==> src/rtl/cv32e40x_pkg.sv <==
// Shared types, Zcmp encoding constants and RV32I encoder helpers
// for the Zcmp macro-instruction sequencer.
package cv32e40x_pkg;

  typedef enum logic {IDLE, SEQ} seq_state_e;

  typedef enum logic [2:0] {
    ZCMP_NONE,
    ZCMP_PUSH,
    ZCMP_POP,
    ZCMP_POPRET,
    ZCMP_POPRETZ,
    ZCMP_MVSA01,
    ZCMP_MVA01S
  } zcmp_op_e;

  localparam logic [6:0] OPC_LOAD   = 7'b0000011;
  localparam logic [6:0] OPC_STORE  = 7'b0100011;
  localparam logic [6:0] OPC_OPIMM  = 7'b0010011;
  localparam logic [6:0] OPC_JALR   = 7'b1100111;

  localparam logic [2:0] F3_ADDI    = 3'b000;
  localparam logic [2:0] F3_WORD    = 3'b010;
  localparam logic [2:0] F3_JALR    = 3'b000;

  localparam logic [1:0] C_OP_Q2    = 2'b10;
  localparam logic [2:0] C_F3_ZCMP  = 3'b101;
  localparam logic [4:0] ZCMP_F5_PUSH    = 5'b11000;
  localparam logic [4:0] ZCMP_F5_POP     = 5'b11010;
  localparam logic [4:0] ZCMP_F5_POPRETZ = 5'b11100;
  localparam logic [4:0] ZCMP_F5_POPRET  = 5'b11110;
  localparam logic [2:0] ZCMP_F3_MV      = 3'b011;
  localparam logic [1:0] ZCMP_MV_SA01    = 2'b01;
  localparam logic [1:0] ZCMP_MV_A01S    = 2'b11;

  localparam logic [4:0] X_ZERO = 5'd0;
  localparam logic [4:0] X_RA   = 5'd1;
  localparam logic [4:0] X_SP   = 5'd2;
  localparam logic [4:0] X_A0   = 5'd10;
  localparam logic [4:0] X_A1   = 5'd11;

  // rlist index k -> x-register: ra, s0, s1, then s2..s11 (x18..x27)
  function automatic logic [4:0] rlist_xreg(input logic [3:0] idx);
    logic [4:0] r;
    if (idx == 4'd0)      r = X_RA;
    else if (idx == 4'd1) r = 5'd8;
    else if (idx == 4'd2) r = 5'd9;
    else                  r = {1'b0, idx} + 5'd15;
    return r;
  endfunction

  function automatic logic [4:0] sreg_xreg(input logic [2:0] idx);
    logic [4:0] r;
    if (idx == 3'd0)      r = 5'd8;
    else if (idx == 3'd1) r = 5'd9;
    else                  r = {2'b00, idx} + 5'd16;
    return r;
  endfunction

  function automatic logic [3:0] nregs(input logic [3:0] rlist);
    return (rlist == 4'd15) ? 4'd13 : rlist - 4'd3;
  endfunction

  function automatic logic [11:0] stack_adj(input logic [3:0] rlist, input logic [1:0] spimm);
    logic [11:0] base;
    case (rlist[3:2])
      2'b01:   base = 12'd16;
      2'b10:   base = 12'd32;
      default: base = (rlist == 4'd15) ? 12'd64 : 12'd48;
    endcase
    return base + {6'b0, spimm, 4'b0};
  endfunction

  function automatic logic [4:0] num_ops(input zcmp_op_e op, input logic [3:0] rlist);
    logic [4:0] nr;
    logic [4:0] n;
    nr = {1'b0, nregs(rlist)};
    case (op)
      ZCMP_PUSH, ZCMP_POP:        n = nr + 5'd1;
      ZCMP_POPRET:                n = nr + 5'd2;
      ZCMP_POPRETZ:               n = nr + 5'd3;
      ZCMP_MVSA01, ZCMP_MVA01S:   n = 5'd2;
      default:                    n = 5'd1;
    endcase
    return n;
  endfunction

  function automatic logic [31:0] enc_i(input logic [11:0] imm, input logic [4:0] rs1,
                                        input logic [2:0] f3, input logic [4:0] rd,
                                        input logic [6:0] opc);
    return {imm, rs1, f3, rd, opc};
  endfunction

  function automatic logic [31:0] enc_s(input logic [11:0] imm, input logic [4:0] rs2,
                                        input logic [4:0] rs1, input logic [2:0] f3,
                                        input logic [6:0] opc);
    return {imm[11:5], rs2, rs1, f3, imm[4:0], opc};
  endfunction

endpackage

==> src/rtl/cv32e40x_zcmp_instr_gen.sv <==
// Combinational micro-op generator: builds the RV32I instruction for
// step cnt of a decoded Zcmp macro.
module cv32e40x_zcmp_instr_gen
  import cv32e40x_pkg::*;
(
  input  logic [2:0]  op,
  input  logic [3:0]  rlist,
  input  logic [1:0]  spimm,
  input  logic [2:0]  r1s,
  input  logic [2:0]  r2s,
  input  logic [3:0]  cnt,
  output logic [31:0] instr
);

  zcmp_op_e    op_e;
  logic [3:0]  nr;
  logic [11:0] adj;
  logic [11:0] off;

  assign op_e = zcmp_op_e'(op);
  assign nr   = nregs(rlist);
  assign adj  = stack_adj(rlist, spimm);
  assign off  = {6'b0, cnt, 2'b00} + 12'd4;

  always_comb begin
    instr = '0;
    case (op_e)
      ZCMP_PUSH: begin
        if (cnt < nr) instr = enc_s(12'd0 - off, rlist_xreg(cnt), X_SP, F3_WORD, OPC_STORE);
        else          instr = enc_i(12'd0 - adj, X_SP, F3_ADDI, X_SP, OPC_OPIMM);
      end
      ZCMP_POP, ZCMP_POPRET, ZCMP_POPRETZ: begin
        if (cnt < nr)
          instr = enc_i(adj - off, X_SP, F3_WORD, rlist_xreg(cnt), OPC_LOAD);
        else if (cnt == nr)
          instr = enc_i(adj, X_SP, F3_ADDI, X_SP, OPC_OPIMM);
        else if (op_e == ZCMP_POPRETZ && cnt == nr + 4'd1)
          instr = enc_i(12'd0, X_ZERO, F3_ADDI, X_A0, OPC_OPIMM);
        else
          instr = enc_i(12'd0, X_RA, F3_JALR, X_ZERO, OPC_JALR);
      end
      ZCMP_MVSA01: begin
        if (cnt == 4'd0) instr = enc_i(12'd0, X_A0, F3_ADDI, sreg_xreg(r1s), OPC_OPIMM);
        else             instr = enc_i(12'd0, X_A1, F3_ADDI, sreg_xreg(r2s), OPC_OPIMM);
      end
      ZCMP_MVA01S: begin
        if (cnt == 4'd0) instr = enc_i(12'd0, sreg_xreg(r1s), F3_ADDI, X_A0, OPC_OPIMM);
        else             instr = enc_i(12'd0, sreg_xreg(r2s), F3_ADDI, X_A1, OPC_OPIMM);
      end
      default: instr = '0;
    endcase
  end

endmodule

==> src/rtl/cv32e40x_zcmp_sequencer.sv <==
// Expands Zcmp push/pop/mv macros into RV32I micro-ops between IF/ID and
// the decoder; everything else passes through with zero latency.
module cv32e40x_zcmp_sequencer
  import cv32e40x_pkg::*;
#(
  parameter bit ZCMP_EN = 1'b1,
  parameter bit RV32E   = 1'b0
) (
  input  logic        clk,
  input  logic        rst,
  input  logic [31:0] instr_i,
  input  logic        instr_compressed_i,
  input  logic        valid_i,
  output logic        ready_o,
  output logic [31:0] instr_o,
  output logic        valid_o,
  input  logic        ready_i,
  output logic        first_op_o,
  output logic        last_op_o,
  output logic        seq_active_o,
  output logic        illegal_o,
  input  logic        kill_i
);

  seq_state_e  state;
  logic [3:0]  cnt;
  logic [15:0] c;
  zcmp_op_e    op;
  logic [3:0]  rlist;
  logic [1:0]  spimm;
  logic [2:0]  r1s;
  logic [2:0]  r2s;
  logic        is_pushpop;
  logic        reserved;
  logic        is_zcmp;
  logic [4:0]  n_ops;
  logic [31:0] gen_instr;
  logic        last;
  logic        hs;

  assign c     = instr_i[15:0];
  assign rlist = c[7:4];
  assign spimm = c[3:2];
  assign r1s   = c[9:7];
  assign r2s   = c[4:2];

  // Detection only applies to 16-bit encodings so 32-bit aliases pass through
  always_comb begin
    op = ZCMP_NONE;
    if (ZCMP_EN && instr_compressed_i && c[1:0] == C_OP_Q2 && c[15:13] == C_F3_ZCMP) begin
      if (c[12:8] == ZCMP_F5_PUSH)         op = ZCMP_PUSH;
      else if (c[12:8] == ZCMP_F5_POP)     op = ZCMP_POP;
      else if (c[12:8] == ZCMP_F5_POPRETZ) op = ZCMP_POPRETZ;
      else if (c[12:8] == ZCMP_F5_POPRET)  op = ZCMP_POPRET;
      else if (c[12:10] == ZCMP_F3_MV && c[6:5] == ZCMP_MV_SA01) op = ZCMP_MVSA01;
      else if (c[12:10] == ZCMP_F3_MV && c[6:5] == ZCMP_MV_A01S) op = ZCMP_MVA01S;
    end
  end

  assign is_pushpop = (op == ZCMP_PUSH) || (op == ZCMP_POP) ||
                      (op == ZCMP_POPRET) || (op == ZCMP_POPRETZ);
  assign reserved   = is_pushpop && ((rlist < 4'd4) || (RV32E && (rlist > 4'd6)));
  assign is_zcmp    = (op != ZCMP_NONE) && !reserved;
  assign n_ops      = num_ops(op, rlist);

  cv32e40x_zcmp_instr_gen u_instr_gen (
    .op    (op),
    .rlist (rlist),
    .spimm (spimm),
    .r1s   (r1s),
    .r2s   (r2s),
    .cnt   (cnt),
    .instr (gen_instr)
  );

  assign last = (state == IDLE) ? !is_zcmp : ({1'b0, cnt} == n_ops - 5'd1);
  assign hs   = valid_i && ready_i && !kill_i;

  assign valid_o    = valid_i && !kill_i;
  assign ready_o    = hs && last;
  assign first_op_o = (state == IDLE);
  assign last_op_o  = last;
  assign illegal_o  = valid_i && reserved;
  assign instr_o    = (state == SEQ || is_zcmp) ? gen_instr : instr_i;

  always_ff @(posedge clk or posedge rst) begin
    if (rst) begin
      state        <= IDLE;
      cnt          <= '0;
      seq_active_o <= 1'b0;
    end else if (!ZCMP_EN || kill_i) begin
      state        <= IDLE;
      cnt          <= '0;
      seq_active_o <= 1'b0;
    end else begin
      case (state)
        IDLE: begin
          if (hs && is_zcmp) begin
            state        <= SEQ;
            cnt          <= 4'd1;
            seq_active_o <= 1'b1;
          end
        end
        SEQ: begin
          if (hs) begin
            if (last) begin
              state        <= IDLE;
              cnt          <= '0;
              seq_active_o <= 1'b0;
            end else begin
              cnt <= cnt + 4'd1;
            end
          end
        end
        default: begin
          state        <= IDLE;
          cnt          <= '0;
          seq_active_o <= 1'b0;
        end
      endcase
    end
  end

endmodule

==> config.mk <==
export PLATFORM = sky130hd
export DESIGN_NAME = cv32e40x_zcmp_sequencer
export DESIGN_NICKNAME = d
export VERILOG_FILES = /design/src/rtl/cv32e40x_pkg.sv /design/src/rtl/cv32e40x_zcmp_instr_gen.sv /design/src/rtl/cv32e40x_zcmp_sequencer.sv
export SDC_FILE = /design/constraint.sdc
export NUM_CORES = 1
export LEC_CHECK = 0
export CORE_MARGIN = 4
export CORE_UTILIZATION = 37
export CTS_BUF_LIST = sky130_fd_sc_hd__clkbuf_4
export CTS_CLUSTER_SIZE = 16
export DETAILED_ROUTE_END_ITERATION = 6
export PLACE_DENSITY = 0.66
export SETUP_SLACK_MARGIN = 0.2
export SYNTH_ARGS = -nofsm -noshare
export SYNTH_HDL_FRONTEND = slang
export SYNTH_HIERARCHICAL = 1
export SYNTH_SLANG_ARGS = --single-unit
export TNS_END_PERCENT = 10
==> constraint.sdc <==
create_clock -name clk -period 6.1 [get_ports clk]
set_input_delay 1.525 -clock clk [delete_from_list [all_inputs] [get_ports clk]]
set_output_delay 1.525 -clock clk [all_outputs]
set_load 0.03 [all_outputs]
==> impl_metrics.py, run 1 <==
metrics = {
    "status": {
        "status": "finished, violations left",
        "violations": "negative setup slack",
    },
    "sta": {
        "tightestPinTransition_ns": 0.6628,
        "fmax_mhz": 159.1,
        "fin_crit_sh": 1.031,
        "postLayoutSetupSlackWorst_ns": -0.1873,
        "final_max_slew_viol_count": 0,
        "period_needed_ns": 6.287,
        "hold_viol": 0,
        "finalSetupViolations": 2,
        "slew_headroom": 0.5582,
        "skew_ns": 0.002955,
        "rsz0062_at_grt": "true",
    },
    "power": {
        "swShare": 0.4236,
        "p_seq_frac": 0.119,
        "clkPwrFrac": 0.105,
        "p_total_mw": 0.3359,
        "p_per_area_mw_per_mm2": 74.32,
        "switchingPower_mw": 0.1423,
        "vdd_ir_drop_max_uv": 57.37,
        "p_leak_nw": 2.040,
        "p_comb_frac": 0.775,
        "p_int_mw": 0.1936,
    },
    "synthesis": {
        "yosysTopAreaCellShare": 0.1307,
        "synthMuxAreaShare": 0.1623,
        "yosys.area_share.simple": 0.2657,
        "synth_compound_area_frac": 0.2460,
        "yosysMostFrequentCell": "mux2_2",
        "synth_cells": 386,
        "syn-mean-instance-area_um2": 7.588,
        "synth_ff_type": "dfrtp_1",
        "synthAdderAreaFrac": 0.1247,
        "synth-edff-count": 0,
        "synth_top_family_by_area": "simple AND/OR/NAND/NOR gates",
        "ys_seq_elements": 6,
        "netlist_top_cells_count": "34 x mux2_2, 29 x a21oi_1, 26 x ha_1, 26 x nor2_1, 25 x nand2_1",
        "seq_area_frac_synth": 0.05126,
        "syn-cell-area_mm2": 0.002929,
        "synth-xor-area-share": 0.06920,
        "yosysWarnings": 6,
        "synth.area.top_cells": "mux2_2 13%, ha_1 11%, dfrtp_1 5.1%",
        "synth_area_leader_cell": "mux2_2",
        "async_reset_ff_frac": 1.000,
        "synth_cell_types": 77,
    },
    "critical_path": {
        "end_kind": "output port",
        "crit_family": "simple AND/OR/NAND/NOR gates",
        "cpMostUsedCell": "buf_6",
        "cp_num_buf_inv": 8,
        "cp_cell_sequence": "buf_2, nand3b_1, o21ai_1, o211a_1, nor3b_4, fa_1, nor2_2, a21oi_2, buf_4, buf_6, buf_6, buf_6, buf_6, nor4b_4, buf_4, xnor3_1, nor3b_4, a22o_4, buf_6",
        "arrival_ns": 4.76,
        "start_kind": "primary input",
        "worstSetupPathType": "in2out",
        "cp_slowest_stage_delay_ns": 0.43,
        "worstPathMaxFanout": 3,
        "critPathRequiredTime_ns": 4.58,
        "critPathSlowestCell": "fa_1",
    },
    "placed_design": {
        "dpl_cell_area_mm2": 0.004213,
        "place.gp.congestion": 0.9115,
        "portBuffers": 75,
        "dp_hpwl_um": 7656,
        "post-place-cells": 610,
    },
    "global_routing": {
        "overflow": 0,
        "grt_usage": 0.2035,
        "grt_start_max_net_pins": 34,
        "grt_pass1_vias": 3457,
        "grt_pass1_wl_um": 16450,
        "antenna_found_initial": 0,
    },
    "clock_network": {
        "cts-root-buf": "clkbuf_4",
        "clk_pin_slew_ns": 0.04,
        "htree_levels": 1,
        "clockBufferDepth": 2,
        "cts_buffers": 3,
        "cts_sinks": 6,
        "clock_latency_ns": 0.24,
        "cts_tree": "built",
    },
    "routing": {
        "firstDrtPassIters": 5,
        "dr_total_vias": 3502,
        "routed_wl_um": 10070,
        "drc": 0,
        "wire_per_inst_um": 15.93,
        "vias_per_cell": 5.541,
        "ant_nets": 0,
        "drt_iter0_markers": 130,
    },
    "finish": {
        "layout-drive-gt1-share": 0.4094,
        "antennaDiodeCount": 0,
        "finalInstanceArea_mm2": 0.004519,
        "nets": 598,
        "finalNonFillerCells": 632,
        "syn_to_final_growth_pct": 54.29,
    },
    "floorplan": {
        "start_util": 0.3790,
        "core_area_mm2": 0.007727,
        "die_h_um": 96.98,
        "die_w_um": 96.98,
        "ios": 76,
        "die_area_mm2": 0.009404,
        "row_count": 32,
    },
    "worst_hold_path": {
        "hp-class": "reg2reg",
    },
    "run": {
        "cap_violations": 0,
    },
}
## cell families after synthesis
kind of cell | after synthesis
XOR/XNOR | 20
multiplexers | 42
AO/OA/AOI/OAI | 105
adder cells (fa/ha/maj) | 28
buffers and inverters | 48
AND/OR/NAND/NOR | 136
other | 1
flip-flops | 6
## cells in the final DEF (no fill, tap or decap), drive strengths merged, types with 7 or more instances in the layout
cell and instances:
a21oi 29, buf 121, clkbuf 8, clkdlybuf4s50 34, ha 26, inv 24
mux2 34, mux2i 8, nand2 26, nand2b 7, nand3 16, nor2 28
nor3 13, nor3b 7, o21ai 20, xnor2 13
## worst register-to-register path, stage by stage, from the launching register on
cell and delay, ns:
dfrtp_1 0.75, xnor2_2 0.16, a211o_1 0.25, a221o_1 0.31
buf_4 0.15, buf_4 0.12, buf_4 0.13, nor3b_1 0.18
o221ai_1 0.16
## through the flow
stage	hold slack, ns	util	TNS, ns	worst slack [ns]
2_1_floorplan	0.5351	-	-0.1525	-0.07777
3_3_place_gp	0.5290	0.5452	-4.667	-0.5884
3_5_place_dp	0.5608	0.5452	-5.275	-0.6606
4_1_cts	0.5702	0.5712	-0.4912	-0.1919
5_1_grt	0.5915	0.5848	-1.205	-0.3051
6_report	0.5594	0.5848	-0.3481	-0.1873
## sequential cells by signal, indices dropped and copies added, names as in the netlist
register,count
state,1
cnt,4
seq_active_o,1
## final timing paths
kind                            depth (start not counted)                     start  slack [ns]                       end
max in group asynchronous                               2                       rst        4.42        cnt[2]$_DFFE_PP0P_
worst max-delay path                                   19                instr_i[8]       -0.19                   ready_o
worst max register to register                          8        cnt[1]$_DFFE_PP0P_        3.75        cnt[3]$_DFFE_PP0P_
worst min register to register                          2  seq_active_o$_DFFE_PP0P_        0.56  seq_active_o$_DFFE_PP0P_
worst min-delay path                                    2  seq_active_o$_DFFE_PP0P_        0.56  seq_active_o$_DFFE_PP0P_
min in group asynchronous                               2                       rst        1.49           state$_DFF_PP0_
## routing by layer
metal | track usage | vias up | wire, µm | part of all wire
li1 | - | 1715 | - | -
met1 | 0.2605 | 1660 | 4411 | 0.44
met2 | 0.3615 | 109 | 5024 | 0.50
met3 | 0.03028 | 18 | 445 | 0.044
met4 | 0.04104 | 0 | 185 | 0.018
met5 | 0 | - | 0 | 0
## power groups by stage
| stage | clock, mW | combinational, mW | sequential, mW |
|---|---|---|---|
| after floorplan | 0 | 0.132 | 0.0406 |
| after global placement | 0 | 0.231 | 0.0406 |
| after detailed placement | 0 | 0.235 | 0.0406 |
| after CTS | 0.0370 | 0.248 | 0.0400 |
| after global routing | 0.0396 | 0.282 | 0.0399 |
| final | 0.0354 | 0.260 | 0.0400 |
## final cells by class
class / instances / area (µm²)
timing repair buffer: 163 / 1348
fill: 740 / 3208
tap: 102 / 127.6
sequential: 6 / 150.1
multi-input combinational: 334 / 2781
clock buffer: 3 / 22.52
inverter: 24 / 90.09
## timing repair
item / in CTS / in global routing
gates resized for setup: 83 / 27
hold buffers: 0 / 0
setup buffers: 12 / 7
endpoints found under the setup margin: 26 / 24
pin swaps: 18 / 20
Power figures use the tool's default switching activity.
==> run 2: changes to the inputs <==
--- a/config.mk
+++ b/config.mk
@@ -5,6 +5,8 @@
 export SDC_FILE = /design/constraint.sdc
 export NUM_CORES = 1
 export LEC_CHECK = 0
+export ABC_AREA = 1
+export CAP_MARGIN = 25
 export CORE_MARGIN = 4
 export CORE_UTILIZATION = 37
 export CTS_BUF_LIST = sky130_fd_sc_hd__clkbuf_4
==> run 2 against run 1 <==
Net effect:
- the flow now finishes without violations
- critical path depth is 5 higher
- clock skew grew 0.0015 ns
- largest power group unchanged
- largest cell class unchanged
- synthesized cell count up 28%
- register-to-register slack gained 0.47 ns
- clock power grew 5%
==> impl_metrics.py, run 2 <==
metrics = {
    "status": {
        "status": "completed",
    },
    "synthesis": {
        "synth.area.top_cells": "nand2_1 16%, ha_1 11%, inv_1 10%",
        "yosysTopAreaCellShare": 0.1580,
        "async_reset_ff_frac": 1.000,
        "yosys.area_share.simple": 0.4210,
        "yosysWarnings": 6,
        "synth_area_leader_cell": "nand2_1",
        "ys_seq_elements": 6,
        "synth_cells": 494,
        "synthMuxAreaShare": 0.08549,
        "synth_compound_area_frac": 0.1317,
        "synth-xor-area-share": 0.04447,
        "syn-mean-instance-area_um2": 5.866,
        "netlist_top_cells_count": "122 x nand2_1, 79 x inv_1, 55 x nand3_1",
        "synthAdderAreaFrac": 0.1261,
        "synth-edff-count": 0,
        "synth_top_family_by_area": "simple AND/OR/NAND/NOR gates",
        "yosysMostFrequentCell": "nand2_1",
        "seq_area_frac_synth": 0.05181,
        "syn-cell-area_mm2": 0.002898,
        "synth_cell_types": 39,
        "synth_ff_type": "dfrtp_1",
    },
    "routing": {
        "firstDrtPassIters": 5,
        "wire_per_inst_um": 12.92,
        "ant_nets": 0,
        "drt_iter0_markers": 187,
        "vias_per_cell": 4.958,
        "drc": 0,
        "routed_wl_um": 9728,
        "dr_total_vias": 3733,
    },
    "finish": {
        "regMostFlops": "cnt",
        "finalNonFillerCells": 753,
        "largest_reg_flops": 4,
        "layout_commonest_cell": "nand2_1",
        "layout-drive-gt1-share": 0.3671,
        "final_cell_mix": "113 x nand2_1, 99 x buf_4, 65 x inv_1",
        "nets": 719,
        "top_regs": "cnt x4, seq_active_o x1, state x1",
        "syn_to_final_growth_pct": 56.52,
        "fin_util": 0.5900,
        "antennaDiodeCount": 0,
        "finalInstanceArea_mm2": 0.004536,
    },
    "floorplan": {
        "ios": 76,
        "core_area_mm2": 0.007687,
        "die_area_mm2": 0.009311,
        "die_w_um": 96.50,
        "start_util": 0.3770,
        "die_h_um": 96.50,
        "row_count": 32,
    },
    "worst_hold_path": {
        "hp-class": "reg2reg",
    },
    "critical_path": {
        "critPathRequiredTime_ns": 4.58,
        "arrival_ns": 4.39,
        "end_kind": "output port",
        "start_kind": "primary input",
        "worstSetupPathType": "in2out",
        "worstPathMaxFanout": 3,
    },
    "placed_design": {
        "post-place-cells": 738,
        "dp_hpwl_um": 7991,
        "dpl_cell_area_mm2": 0.004238,
        "place_ws_ns": -0.9484,
        "place.gp.congestion": 0.9002,
        "portBuffers": 75,
    },
    "sta": {
        "tightestPinTransition_ns": 0.6196,
        "finalSetupViolations": 0,
        "skew_ns": 0.004437,
        "rsz0062_at_grt": "true",
        "hold_viol": 0,
        "postLayoutSetupSlackWorst_ns": 0.1888,
        "setup_tns_ns": 0,
        "fmax_mhz": 169.2,
        "period_needed_ns": 5.911,
        "final_max_slew_viol_count": 0,
        "fin_crit_sh": 0.9691,
        "slew_headroom": 0.5869,
    },
    "global_routing": {
        "overflow": 0,
        "grt_pass1_wl_um": 15750,
        "antenna_found_initial": 0,
        "grt_pass1_vias": 3608,
        "grt_usage": 0.2071,
        "grt-busiest-layer": "met2",
        "grt_start_max_net_pins": 16,
        "grt_util_met3": 0.01627,
        "grtUsageMet2": 0.4017,
        "use_met1": 0.2523,
    },
    "clock_network": {
        "cts-root-buf": "clkbuf_4",
        "clk_pin_slew_ns": 0.05,
        "htree_levels": 1,
        "cts_hold_buffers": 0,
        "cts_buffers": 3,
        "cts_sinks": 6,
        "cts_tree": "built",
        "clockBufferDepth": 2,
        "clock_latency_ns": 0.24,
    },
    "power": {
        "clkPwrFrac": 0.111,
        "p_per_area_mw_per_mm2": 73.81,
        "p_int_mw": 0.1883,
        "vdd_ir_drop_max_uv": 90.73,
        "p_comb_frac": 0.770,
        "switchingPower_mw": 0.1464,
        "p_seq_frac": 0.120,
        "p_leak_nw": 2.413,
        "swShare": 0.4374,
    },
    "run": {
        "cap_violations": 0,
    },
}
==> run 2: cell types whose count changed in the layout (fill, tap and decap cells not counted), sizes merged, moves of 9 or more <==
cell and delta:
xnor2 -9, nor2 +25, inv +59, o21ai +18, mux2 -12, nand2 +114
nand3 +44, a21oi -15
==> run 2: logic make-up (layout without fill, tap and decap cells) <==
family	Yosys count	count (layout)
simple gates	265	265
buf+inv	95	250
compound gates	64	64
fa+ha+maj	28	28
mux	22	22
xor+xnor	13	13
flops	6	6
other cells	1	3
==> run 2: routing by layer <==
metal	part of all wire	up-vias	wire, µm
li1	-	1893	-
met1	0.42	1717	4052
met2	0.50	114	4896
met3	0.070	9	680
met4	0.010	0	99
met5	0	-	0
==> run 2: path summary, 6_finish.rpt <==
| check | slack [ns] | start | cells after the start | endpoint |
|---|---|---|---|---|
| min in group asynchronous | 1.49 | rst | 2 | seq_active_o$_DFFE_PP0P_ |
| hold reg to reg | 0.48 | seq_active_o$_DFFE_PP0P_ | 2 | seq_active_o$_DFFE_PP0P_ |
| hold / removal | 0.48 | seq_active_o$_DFFE_PP0P_ | 2 | seq_active_o$_DFFE_PP0P_ |
| setup / recovery | 0.19 | instr_i[6] | 24 | instr_o[27] |
| setup reg to reg | 4.22 | cnt[3]$_DFFE_PP0P_ | 13 | state$_DFF_PP0_ |
| max in group asynchronous | 4.42 | rst | 2 | cnt[1]$_DFFE_PP0P_ |
==> run 2: power by group through the flow <==
stage               combinational, mW  clock, mW  sequential [mW]
floorplan                       0.129          0           0.0406
global placement                0.232          0           0.0406
detailed placement              0.237          0           0.0406
CTS                             0.249     0.0390           0.0400
global route                    0.284     0.0405           0.0400
finish                          0.258     0.0371           0.0400
==> run 2: cell type report <==
type / instances / area (µm²)
Timing Repair Buffer: 164 / 1389
Inverter: 83 / 311.5
Fill cell: 767 / 3152
Clock buffer: 3 / 22.52
Tap cell: 102 / 127.6
Sequential cell: 6 / 150.1
Multi-Input combinational cell: 395 / 2535
==> run 2: metrics by stage <==
step	power (mW)	hold slack, ns
floorplan	0.1696	0.5893
global placement	0.2730	0.4675
detailed placement	0.2778	0.4657
CTS	0.3275	0.4794
global route	0.3646	0.5417
finish	0.3348	0.4753
==> run 2: worst max-delay path, cell delays in order <==
cell	delay [ns]
buf_8	0.10
buf_6	0.11
ha_2	0.17
nand2_2	0.06
inv_2	0.04
nand2_2	0.07
o21ai_2	0.05
inv_1	0.05
ha_2	0.18
inv_2	0.04
fa_2	0.34
xnor2_2	0.21
inv_2	0.08
ha_4	0.28
nand2_1	0.06
inv_2	0.07
nand3_2	0.07
o21ai_2	0.14
xor2_1	0.15
nand2_1	0.06
nand3_1	0.07
nand2_1	0.05
mux2_2	0.27
buf_6	0.14
==> run 2: what timing repair did <==
item | in CTS | in global routing
pin swaps | 16 | 28
setup buffers | 8 | 4
setup endpoints to repair | 26 | 22
resized for setup | 62 | 71
